`config.mk`:
```
export PLATFORM = sky130hd
export DESIGN_NAME = score_bcd_counter
export DESIGN_NICKNAME = d
export VERILOG_FILES = /design/src/rtl/score_bcd_counter.sv
export SDC_FILE = /design/constraint.sdc
export NUM_CORES = 1
export LEC_CHECK = 0
export ABC_CLOCK_PERIOD_IN_PS = 6400
export CAP_MARGIN = 20
export CORE_AREA = 2 2 123 125
export DETAILED_ROUTE_END_ITERATION = 10
export DIE_AREA = 0 0 125 127
export PLACE_DENSITY_LB_ADDON = 0.3
export SLEW_MARGIN = 30
export SYNTH_ARGS = -nofsm -noshare
export SYNTH_HDL_FRONTEND = slang
export SYNTH_SLANG_ARGS = --single-unit
```
`constraint.sdc`:
```
create_clock -name clk -period 6.4 [get_ports clk]
set_input_delay 0.64 -clock clk [delete_from_list [all_inputs] [get_ports clk]]
set_output_delay 0.64 -clock clk [all_outputs]
set_load 0.01 [all_outputs]
```
`src/rtl/score_bcd_counter.sv`:
```
// Packed-BCD score (6 digits), line count (3 digits) and level tracker for the display driver.
// Latency: clear 4*level+1 cycles, drop 7 cycles, shorter on saturation; score updates once on DONE.
// Backpressure: busy is high while an event runs; events arriving while busy are dropped.
module score_bcd_counter (
   input  logic        clk,
   input  logic        rst,
   input  logic        restart,
   input  logic        add_valid,
   input  logic [2:0]  add_lines,
   input  logic        drop_pulse,
   output logic [23:0] score,
   output logic [11:0] lines,
   output logic [3:0]  level,
   output logic        busy
);

   typedef enum logic [1:0] {S_IDLE, S_ADD, S_DONE} state_t;

   state_t      state_q, state_d;
   logic [23:0] score_q, score_d;
   logic [23:0] work_q, work_d;
   logic [11:0] lines_q, lines_d;
   logic [2:0]  digit_q, digit_d;
   logic [2:0]  start_q, start_d;
   logic [3:0]  addend_q, addend_d;
   logic [3:0]  pass_q, pass_d;
   logic        carry_q, carry_d;

   logic [2:0]  eff_lines;
   logic [3:0]  base_pts;
   logic [11:0] lines_sum;
   logic [4:0]  lvl_raw;
   logic [3:0]  cur_digit;
   logic [4:0]  dsum;
   logic [4:0]  dval;
   logic        dcarry;

   // Clamp the line count and map it to the base points added at the hundreds digit.
   always_comb begin
      eff_lines = (add_lines > 3'd4) ? 3'd4 : add_lines;
      case (eff_lines)
         3'd1:    base_pts = 4'd1;
         3'd2:    base_pts = 4'd3;
         3'd3:    base_pts = 4'd5;
         3'd4:    base_pts = 4'd8;
         default: base_pts = 4'd0;
      endcase
   end

   // BCD add of the cleared lines into the line count, pinned at 999 on overflow.
   always_comb begin
      logic [4:0] ls0, ls1, ls2;
      logic       lc0, lc1, lc2;
      ls0 = {1'b0, lines_q[3:0]} + {2'b00, eff_lines};
      lc0 = (ls0 > 5'd9);
      if (lc0) ls0 = ls0 - 5'd10;
      ls1 = {1'b0, lines_q[7:4]} + {4'd0, lc0};
      lc1 = (ls1 > 5'd9);
      if (lc1) ls1 = ls1 - 5'd10;
      ls2 = {1'b0, lines_q[11:8]} + {4'd0, lc1};
      lc2 = (ls2 > 5'd9);
      if (lc2) ls2 = ls2 - 5'd10;
      lines_sum = lc2 ? 12'h999 : {ls2[3:0], ls1[3:0], ls0[3:0]};
   end

   // Level follows the line count: tens digit plus one, 9 once hundreds is nonzero.
   always_comb begin
      lvl_raw = {1'b0, lines_q[7:4]} + 5'd1;
      if ((lines_q[11:8] != 4'd0) || (lvl_raw > 5'd9)) level = 4'd9;
      else                                             level = lvl_raw[3:0];
   end

   // One BCD digit of the work register: addend only at the start digit, carry everywhere.
   always_comb begin
      cur_digit = work_q[{digit_q, 2'b00} +: 4];
      dsum      = {1'b0, cur_digit} + {4'd0, carry_q}
                + ((digit_q == start_q) ? {1'b0, addend_q} : 5'd0);
      dcarry    = (dsum > 5'd9);
      dval      = dcarry ? (dsum - 5'd10) : dsum;
   end

   // Next-state logic: accept in IDLE, ripple digits in ADD, publish the result in DONE.
   always_comb begin
      state_d  = state_q;
      score_d  = score_q;
      work_d   = work_q;
      lines_d  = lines_q;
      digit_d  = digit_q;
      start_d  = start_q;
      addend_d = addend_q;
      pass_d   = pass_q;
      carry_d  = carry_q;
      case (state_q)
         S_IDLE: begin
            if (add_valid && (eff_lines != 3'd0)) begin
               work_d   = score_q;
               start_d  = 3'd2;
               digit_d  = 3'd2;
               addend_d = base_pts;
               pass_d   = level;
               carry_d  = 1'b0;
               lines_d  = lines_sum;
               state_d  = S_ADD;
            end else if (drop_pulse) begin
               work_d   = score_q;
               start_d  = 3'd0;
               digit_d  = 3'd0;
               addend_d = 4'd1;
               pass_d   = 4'd1;
               carry_d  = 1'b0;
               state_d  = S_ADD;
            end
         end
         S_ADD: begin
            work_d[{digit_q, 2'b00} +: 4] = dval[3:0];
            if (digit_q == 3'd5) begin
               if (dcarry) begin
                  // Overflow of the top digit: clamp and skip any remaining passes.
                  work_d  = 24'h999999;
                  state_d = S_DONE;
               end else begin
                  pass_d  = pass_q - 4'd1;
                  carry_d = 1'b0;
                  digit_d = start_q;
                  if (pass_q == 4'd1) state_d = S_DONE;
               end
            end else begin
               digit_d = digit_q + 3'd1;
               carry_d = dcarry;
            end
         end
         S_DONE: begin
            score_d = work_q;
            state_d = S_IDLE;
         end
         default: state_d = S_IDLE;
      endcase
   end

   // State registers; reset and restart abort any job in progress.
   always_ff @(posedge clk) begin
      if (rst || restart) begin
         state_q  <= S_IDLE;
         score_q  <= 24'h000000;
         work_q   <= 24'h000000;
         lines_q  <= 12'h000;
         digit_q  <= 3'd0;
         start_q  <= 3'd0;
         addend_q <= 4'd0;
         pass_q   <= 4'd0;
         carry_q  <= 1'b0;
      end else begin
         state_q  <= state_d;
         score_q  <= score_d;
         work_q   <= work_d;
         lines_q  <= lines_d;
         digit_q  <= digit_d;
         start_q  <= start_d;
         addend_q <= addend_d;
         pass_q   <= pass_d;
         carry_q  <= carry_d;
      end
   end

   assign score = score_q;
   assign lines = lines_q;
   assign busy  = (state_q != S_IDLE);

endmodule
```
After elaboration in Yosys (flattened, before gate mapping)
Cells that the tools add are included.
{ "word_totals": {"wordCells": 95, "regBits": 77, "inputBits": 8} }
{ "op_classes": {"shift": 3, "n_eq_ne": 14, "n_reduce_logical": 15, "add_sub_neg": 12, "mux": 36, "order_cmp": 6} }
{ "op_table": {"columns": ["operator", "count"], "rows": [
  ["$mux W24", 4],
  ["$pmux W24 S2", 1],
  ["$mux W4", 10],
  ["$gt A5 B4 Y1 const B", 5],
  ["$bwmux W24", 1],
  ["$shift A4 B7 Y24 const A", 1],
  ["$shiftx A24 B6 Y4", 1],
  ["$shiftx A4 B7 Y24", 1],
  ["$pmux W4 S4", 1],
  ["$add A4 B1 Y5", 3],
  ["$mux W3", 5],
  ["$mux W12", 1],
  ["$sub A4 B4 Y4 const B", 3],
  ["$mux W2", 5],
  ["$ne A3 B3 Y1 const B", 3],
  ["$pmux W4 S2", 1],
  ["$neg A5 Y7", 1],
  ["$eq A3 B2 Y1 const B", 2],
  ["$eq A3 B3 Y1 const B", 2],
  ["$pmux W3 S2", 1],
  ["$reduce_and A2 Y1", 3],
  ["$reduce_and A3 Y1", 2],
  ["$reduce_bool A2 Y1", 3],
  ["$add A4 B1 Y5 const B", 1],
  ["other kinds (20)", 25]
]} }

Depth between registers and ports, before layout
Gate-level depths: netlist of the first run.
{ "depth": {"word_depth": 10, "depth_mapped": 22} }

Least setup slack after synthesis of the first run
Ideal clock, no wire load.
{ "synth_path": {"path_kind": "input to register", "from": "in add_lines[0]", "to": "reg lines_q[3], in the netlist lines[3]", "slack_ps": 1630, "arrival_ps": 4635, "n_path_buf": 0, "stages": 21, "path_cell_list": "inv_1 nor2_1 ha_1 inv_1 fa_1 a21boi_0 o31ai_1 a211oi_1 ha_1 ha_1 inv_1 nand3_1 a21oi_1 nor2_1 ha_1 ha_1 a21oi_1 o221ai_1 a21oi_1 o221a_2 a211oi_1"} }
{ "synth_between": {"elab_chain_len": 9, "elab_cells_between_ends": 14} }
{ "synth_rtl": {"columns": ["item", "line_no", "text"], "rows": [
  ["from (decl)", "9", "input logic [2:0] add_lines,"],
  ["$gt A3 B3 Y1", "40", "eff_lines = (add_lines > 3'd4) ? 3'd4 : add_lines;"],
  ["$mux W3 *", "40", null],
  ["$add A4 B3 Y5", "54", "ls0 = {1'b0, lines_q[3:0]} + {2'b00, eff_lines};"],
  ["$gt A5 B4 Y1", "55", "lc0 = (ls0 > 5'd9);"],
  ["$add A4 B1 Y5", "57", "ls1 = {1'b0, lines_q[7:4]} + {4'd0, lc0};"],
  ["$gt A5 B4 Y1", "58", "lc1 = (ls1 > 5'd9);"],
  ["$add A4 B1 Y5", "60", "ls2 = {1'b0, lines_q[11:8]} + {4'd0, lc1};"],
  ["$gt A5 B4 Y1", "61", "lc2 = (ls2 > 5'd9);"],
  ["$mux W12", "63", "lines_sum = lc2 ? 12'h999 : {ls2[3:0], ls1[3:0], ls0[3:0]};"],
  ["to (signal assigned)", "156", "lines_q <= lines_d;"],
  ["to (decl)", "22", "logic [11:0] lines_q, lines_d;"]
]} }
Mark *: on every way between the ends. The rest lies on a longest branch, timed or not.
A chain may end at the register's enable or synchronous reset.

Final worst setup path of the first run
Ends and elaborated chain as after synthesis.

==> qor.yml, run 1 <==
cts:
  cts_resized: 0
  postCtsSetupBuffers: 0
  path_clk_slew_ns: 0.06
  numClockSinks: 75
  cts_hold_fix_bufs: 0
  clock_latency_ns: 0.34
  cts_tree: "yes"
  clk_root_buffer_cell: "clkbuf_16"
  cts_buffers: 9
  clockBufferDepth: 2
  ctsHtreeMaxLevel: 3
placement:
  dpl.hpwl_um: 10560
  input_output_buffers: 48
  final_weighted_congestion_of_routability_driven_global_placement: 0.9189
routing:
  number_of_drc_violations_after_detailed_routing: 0
  drtIter0Drc: 286
  wire_per_inst_um: 17.59
  via_count: 4787
  postRouteAntennaNets: 0
  route.final.wire_length_um: 14700
  drt_pre_antenna_iters: 5
  routed_via_density: 5.726
global_route:
  grt_pass1_wl_um: 23360
  global_route.usage.met2: 0.2954
  grt.busiest_layer: "met2"
  track_usage: 0.1808
  grt_max_degree: 41
  antenna_found_initial: 0
  globalRouteMet3Util: 0.02973
  grtUsageMet1: 0.2355
  grt_pass1_vias: 4632
  global_route.overflow_total: 0
logic_synthesis:
  postSynthAreaPerCell_sq_um: 7.696
  synth_cell_types: 69
  synth-seq-cells: 75
  syn_area_sq_um: 4733
  yosys_warnings: 0
  post_synth_inst_count: 615
  number_of_enable_type_register_cells_in_the_synthesized_netlist: 0
  postSynth.topFlopCell: "dfxtp_1"
  syn-num-nets: 650
  asyncSetResetFlopFracSynth: 0
  synth.yosys.seq_area_share: 0.3172
critical_path:
  cp_max_fo: 9
  delay_of_the_slowest_cell_on_the_worst_path_ns: 0.56
  critPathRequiredTime_ns: 6.64
  timing.critical_path.from_type: "primary input"
  crit_top_cell: "ha_1"
  worst_setup_path_end_kind: "flip-flop"
  cp_data_arrival_time_ns: 5.80
  critical_path.cell_chain: "clkdlybuf4s50_1 > inv_1 > nor2_1 > ha_1 > inv_1 > fa_1 > a21boi_0 > o31ai_1 > a211oi_1 > ha_1 > ha_1 > inv_1 > nand3_1 > a21oi_1 > nor2_1 > ha_1 > ha_1 > inv_1 > a21oi_1 > o221ai_1 > a21oi_1 > buf_4 > o221a_2 > a211oi_1"
  cp_slowest_cell: "fa_1"
  timing_worst_setup_path_type: "in -> reg"
die:
  die_x_um: 125
  rows: 44
  dieHeight_um: 127
  fp.dieArea_sq_um: 15880
  num_io_pins: 49
  start_util: 0.3282
  core_region_area_sq_um: 14420
pwr:
  internal_power_mw: 0.8818
  clock_power_share: 0.453
  power.net_switching_mw: 0.3397
  cellPowerDensity_nw_per_um2: 215.4
  comb_power_share: 0.144
  total_leakage_power_nw: 1.993
  p_sw_frac: 0.2781
  seqPwrFrac: 0.402
  vdd_drop_max_mv: 0.1107
sta:
  worst_pin_slew_ns: 0.9846
  hold_viol_final: 0
  rsz0062_at_grt: "false"
  period_share: 0.8686
  timing.final.crit_period_ns: 5.559
  max_freq_mhz: 179.9
  timing.max_slew.rel_slack: 0.3412
  setup-tns-final_ns: 0
  skew_ns: 0.008833
  finalSetupViolations: 0
  slew_viol_final: 0
status:
  outcome: "complete, no violations"
final_layout:
  area_growth_syn_to_layout_pct: 19.83
  final_nets: 682
  final_core_util: 0.3932
  insertedDiodeCount: 0
  post_route_cells_drive_above_1_share: 0.05521
run:
  drv_cap: 0
worst_hold_path:
  worstHoldPathType: "reg -> reg"
[path summary, 6_finish.rpt]
path	startpoint	slack [ns]	cells after the start	endpoint
max	add_lines[0]	0.84	24	lines[3]$_SDFFE_PP0P_
min	score[16]$_SDFFE_PP0N_	0.47	2	score[16]$_SDFFE_PP0N_
max reg2reg	digit_q[1]$_SDFFE_PP0P_	1.30	13	work_q[14]$_SDFFE_PP0P_
min reg2reg	score[16]$_SDFFE_PP0N_	0.47	2	score[16]$_SDFFE_PP0N_
[final cells by class]
| type | count | area [sq um] |
|---|---|---|
| Timing Repair Buffer | 54 | 525.5 |
| Clock inverter | 6 | 88.84 |
| Sequential cell | 75 | 1501 |
| Tap cell | 184 | 230.2 |
| Inverter | 33 | 123.9 |
| Clock buffer | 10 | 229.0 |
| Fill cell | 1508 | 8752 |
| Multi-Input combinational cell | 474 | 2973 |
[sequential cells by signal (all words and copies together), names as in the netlist]
name / flops
addend_q: 4
start_q: 1
score: 24
pass_q: 4
carry_q: 1
state_q: 2
lines: 12
digit_q: 3
work_q: 24
[cells in the mapped netlist, types with 6 or more instances]
master	instances	area, sq um
a21oi_1	66	330.3
a22oi_1	7	52.55
a311oi_1	6	52.55
a31oi_1	13	81.33
and2_1	6	37.54
and3_1	7	43.79
buf_2	7	35.03
clkbuf_1	22	82.58
dfxtp_1	75	1501
ha_1	24	300.3
inv_1	33	123.9
nand2_1	91	341.6
nand2b_1	8	50.05
nand3_1	16	80.08
nor2_1	49	183.9
nor3_1	13	65.06
o211ai_1	6	45.04
o21ai_0	36	180.2
o22ai_1	10	62.56
o31ai_1	6	45.04
or3_1	6	37.54
[worst max-delay path: cells and delay by family]
| kind | cells | cell delay [ns] |
|---|---|---|
| and+or+nand+nor | 3 | 0.31 |
| adders and majority gates | 6 | 1.85 |
| buffers and inverters | 6 | 1.12 |
| AOI/OAI and AO/OA | 9 | 1.89 |
[layer usage]
metal | share of wire | up-vias | routed length (um)
li1 | - | 2318 | -
met1 | 0.45 | 2253 | 6594
met2 | 0.46 | 182 | 6804
met3 | 0.058 | 34 | 851
met4 | 0.031 | 0 | 451
met5 | 0 | - | 0
[through the flow]
stage	cell area (sq um)	instances	power [mW]	hold slack, ns	setup WS (ns)
after floorplan	4733	615	0.6182	0.4413	1.630
final	5672	836	1.222	0.4699	0.8411
after CTS	5672	836	1.227	0.4734	0.9348
after detailed placement	5354	820	0.6752	0.4624	0.5829
after global placement	5349	820	0.6726	0.4610	0.9184
after global routing	5672	836	1.268	0.4916	0.4307
[cell usage in the layout (no fill, tap or decap), types with 5 or more instances in the layout]
cell             instances
a31oi_1                 13
nor3_1                  13
o211ai_1                 6
nand3_1                 16
and3_1                   7
ha_1                    24
o31ai_1                  5
a21oi_1                 66
a311oi_1                 6
nand2b_1                 8
clkbuf_16                9
o21ai_0                 36
clkdlybuf4s50_1         48
nor2_1                  49
nand2_1                 91
dfxtp_1                 75
inv_1                   33
a22oi_1                  7
buf_4                    6
o22ai_1                 10
mux2i_1                  5
and2_1                   6
or3_1                    6
nor2b_1                  5
[power by group through the flow]
stage	logic, mW	clock network [mW]	registers (mW)
global route	0.193	0.582	0.493
global placement	0.172	0	0.501
CTS	0.175	0.561	0.491
finish	0.176	0.554	0.491
floorplan	0.125	0	0.493
detailed placement	0.174	0	0.501
[kinds of logic (layout without fill, tap and decap cells)]
kind of cell    after synthesis  in the layout  share of synthesized area
simple gates                218            218                     0.2123
compound gates              212            212                     0.2990
flops                        75             75                     0.3172
buf+inv                      66            103                    0.05578
fa+ha+maj                    27             27                    0.07613
mux                           9              9                    0.02485
xor+xnor                      8              8                    0.01480
(Power assumes the default switching activity.)
==> run 2: changes to the inputs <==
--- a/config.mk
+++ b/config.mk
@@ -11,6 +11,7 @@
 export DETAILED_ROUTE_END_ITERATION = 10
 export DIE_AREA = 0 0 125 127
 export PLACE_DENSITY_LB_ADDON = 0.3
+export SETUP_SLACK_MARGIN = 0.4
 export SLEW_MARGIN = 30
 export SYNTH_ARGS = -nofsm -noshare
 export SYNTH_HDL_FRONTEND = slang
==> results of run 2 <==
Final layout, timing and power as in run 1 (identical DEF).
==> run 3: changes to the inputs <==
--- a/config.mk
+++ b/config.mk
@@ -7,10 +7,12 @@
 export LEC_CHECK = 0
 export ABC_CLOCK_PERIOD_IN_PS = 6400
 export CAP_MARGIN = 20
+export CELL_PAD_IN_SITES_DETAIL_PLACEMENT = 1
+export CELL_PAD_IN_SITES_GLOBAL_PLACEMENT = 2
 export CORE_AREA = 2 2 123 125
 export DETAILED_ROUTE_END_ITERATION = 10
 export DIE_AREA = 0 0 125 127
-export PLACE_DENSITY_LB_ADDON = 0.3
+export PLACE_DENSITY = 0.81
 export SETUP_SLACK_MARGIN = 0.4
 export SLEW_MARGIN = 30
 export SYNTH_ARGS = -nofsm -noshare
==> run 3 against run 2 <==
Clock power is 7.6% higher; cell count grew 0.12%; critical path type unchanged; non-clock buffer count rose by 1; largest cell class unchanged; critical path depth fell by 2; highest routed layer unchanged.
==> qor.yml, run 3 (same netlist as run 1, synthesis figures left out) <==
status:
  outcome: "complete, no violations"
sta:
  max_freq_mhz: 184.6  # +2.6%
  setup-tns-final_ns: 0  # unchanged
  timing.final.crit_period_ns: 5.417  # -0.1422 ns
  rsz0062_at_grt: "false"
  finalSetupViolations: 0  # unchanged
  skew_ns: 0.007190  # -0.001643 ns
  hold_viol_final: 0  # unchanged
  timing.max_slew.rel_slack: 0.4273  # +0.08614
  slew_viol_final: 0  # unchanged
  worst_pin_slew_ns: 0.8591  # -0.1256 ns
  period_share: 0.8464  # -0.02222
routing:
  drt_pre_antenna_iters: 4  # -1
  postRouteAntennaNets: 0  # unchanged
  number_of_drc_violations_after_detailed_routing: 0  # unchanged
  wire_per_inst_um: 19.91  # +13%
  via_count: 4843  # +1.2%
  routed_via_density: 5.786  # +1.0%
  drtIter0Drc: 267  # -6.6%
  route.final.wire_length_um: 16670  # +13%
die:
  dieHeight_um: 127  # unchanged
  core_region_area_sq_um: 14420  # unchanged
  fp.dieArea_sq_um: 15880  # unchanged
  start_util: 0.3282  # unchanged
  rows: 44  # unchanged
  num_io_pins: 49  # unchanged
  die_x_um: 125  # unchanged
cts:
  clock_latency_ns: 0.35  # about the same
  cts_buffers: 9  # unchanged
  numClockSinks: 75  # unchanged
  ctsHtreeMaxLevel: 3  # unchanged
  path_clk_slew_ns: 0.06  # about the same
  clockBufferDepth: 2  # unchanged
  cts_hold_fix_bufs: 0  # unchanged
  clk_root_buffer_cell: "clkbuf_16"
  cts_tree: "yes"
  postCtsSetupBuffers: 0  # unchanged
critical_path:
  worst_setup_path_end_kind: "flip-flop"
  cp_data_arrival_time_ns: 5.62  # -0.18 ns
  r2r_cells: 13  # unchanged
  timing_worst_setup_path_type: "in -> reg"
  timing.critical_path.from_type: "primary input"
  setup.reg_to_reg.worst_slack_ns: 1.26  # -0.04 ns
  rr_endpoint: "work_q[14]$_SDFFE_PP0P_"
  critPathRequiredTime_ns: 6.60  # -0.04 ns
  cp_max_fo: 9  # unchanged
  r2r-start: "digit_q[1]$_SDFFE_PP0P_"
pwr:
  vdd_drop_max_mv: 0.08007  # -28%
  power.net_switching_mw: 0.3425  # +0.81%
  comb_power_share: 0.149  # +0.005
  cellPowerDensity_nw_per_um2: 222.7  # +3.4%
  total_leakage_power_nw: 2.023  # +1.5%
  p_sw_frac: 0.2688  # -0.009295
  seqPwrFrac: 0.384  # -0.018
  internal_power_mw: 0.9315  # +5.6%
  clock_power_share: 0.468  # +0.015
placement:
  dpl.hpwl_um: 11910  # +13%
  final_weighted_congestion_of_routability_driven_global_placement: 0.9208  # +0.21%
  input_output_buffers: 48  # unchanged
  placement.cell_area_sq_um: 5364  # +0.19%
  placed_cells: 821  # +0.12%
worst_hold_path:
  worstHoldPathType: "reg -> reg"
  hold_path.startpoint: "score[0]$_SDFFE_PP0N_"
  holdPathStages: 2  # unchanged
  min_delay_worst_endpoint: "score[0]$_SDFFE_PP0N_"
final_layout:
  mostFrequentLayoutCells: "90 x nand2_1, 75 x dfxtp_1, 66 x a21oi_1"
  post_route_cells_drive_above_1_share: 0.06279  # +0.007572
  postLayoutCellArea_sq_um: 5720  # +0.86%
  insertedDiodeCount: 0  # unchanged
  stdcell_count: 837  # +0.12%
  most_common_library_cell_in_the_layout_ignoring_fill_and_taps: "nand2_1"
  area_growth_syn_to_layout_pct: 20.86
  sequential_cell_area_sq_um: 1501  # unchanged
  final_nets: 683  # +0.15%
  num-fill-cells: 1737  # +15%
  multiInputGateArea_sq_um: 2989  # +0.55%
global_route:
  antenna_found_initial: 0  # unchanged
  global_route.overflow_total: 0  # unchanged
  track_usage: 0.2129  # +0.03212
  grt_pass1_vias: 5017  # +8.3%
  grt_max_degree: 37  # -9.8%
  grt_pass1_wl_um: 27040  # +16%
run:
  drv_cap: 0  # unchanged
[run 3: cell count changes in the layout (fill, tap and decap cells not counted), sizes merged]
cell	previous run	this run
clkinvlp	2	0
buf	6	7
bufinv	2	3
clkbuf	10	11
clkinv	1	2
inv	34	33
[run 3: timing repair]
item,in CTS,in global routing
gates resized for setup,0,1
endpoints found under the setup margin,0,4
hold endpoints to repair,0,0
[run 3: how the worst max path moves through the flow]
stage | from | endpoint | cells after the start
2_1_floorplan | add_lines[0] | lines[3]$_SDFFE_PP0P_ | 21
3_3_place_gp | add_lines[2] | lines[3]$_SDFFE_PP0P_ | 22
3_5_place_dp | add_lines[2] | lines[3]$_SDFFE_PP0P_ | 22
4_1_cts | add_lines[2] | lines[3]$_SDFFE_PP0P_ | 22
5_1_grt | add_lines[0] | lines[3]$_SDFFE_PP0P_ | 23
6_report | add_lines[2] | lines[3]$_SDFFE_PP0P_ | 22
[run 3: cell type report]
class,instances,share of cell area
multi-input cells,474,0.5225
flip-flops and latches,75,0.2625
repair buffers,55,0.09318
clock buffers,11,0.04243
well taps,184,0.04024
inverters,33,0.02165
clock inverters,5,0.01750
[run 3: worst max-delay path, cell delays in order]
cell	delay, ns
clkdlybuf4s50_1	0.60
nor2_1	0.18
ha_1	0.23
inv_1	0.08
fa_1	0.57
a21boi_0	0.21
o31ai_1	0.10
a211oi_2	0.36
ha_1	0.27
ha_1	0.32
inv_1	0.13
nand3_1	0.09
a21oi_1	0.28
nor2_1	0.08
ha_1	0.21
ha_1	0.32
a21oi_1	0.17
o221ai_1	0.15
a21oi_1	0.20
buf_4	0.21
o221a_2	0.19
a211oi_1	0.04
[run 3: layer usage]
| layer | up-vias | routed length (um) | track usage |
|---|---|---|---|
| li1 | 2316 | - | - |
| met1 | 2401 | 7706 | 0.2804 |
| met2 | 99 | 7754 | 0.3456 |
| met3 | 27 | 785 | 0.03936 |
| met4 | 0 | 420 | 0.08758 |
| met5 | - | 0 | 0 |
[run 3: power groups by stage]
stage | clock, mW | combinational (mW) | sequential (mW)
after floorplan | 0 | 0.125 | 0.493
after global placement | 0 | 0.179 | 0.498
after detailed placement | 0 | 0.185 | 0.499
after CTS | 0.610 | 0.187 | 0.489
after global routing | 0.628 | 0.209 | 0.490
final | 0.596 | 0.190 | 0.489
[run 3: per-stage QoR]
step	hold WS [ns]	total power [mW]	worst slack, ns	util
3_5_place_dp	0.4681	0.6837	0.5179	0.3719
3_3_place_gp	0.4598	0.6778	0.9032	0.3714
4_1_cts	0.4762	1.286	0.8595	0.3956
6_report	0.4743	1.274	0.9833	0.3966
2_1_floorplan	0.4413	0.6182	1.630	-
5_1_grt	0.5055	1.327	0.5093	0.3966
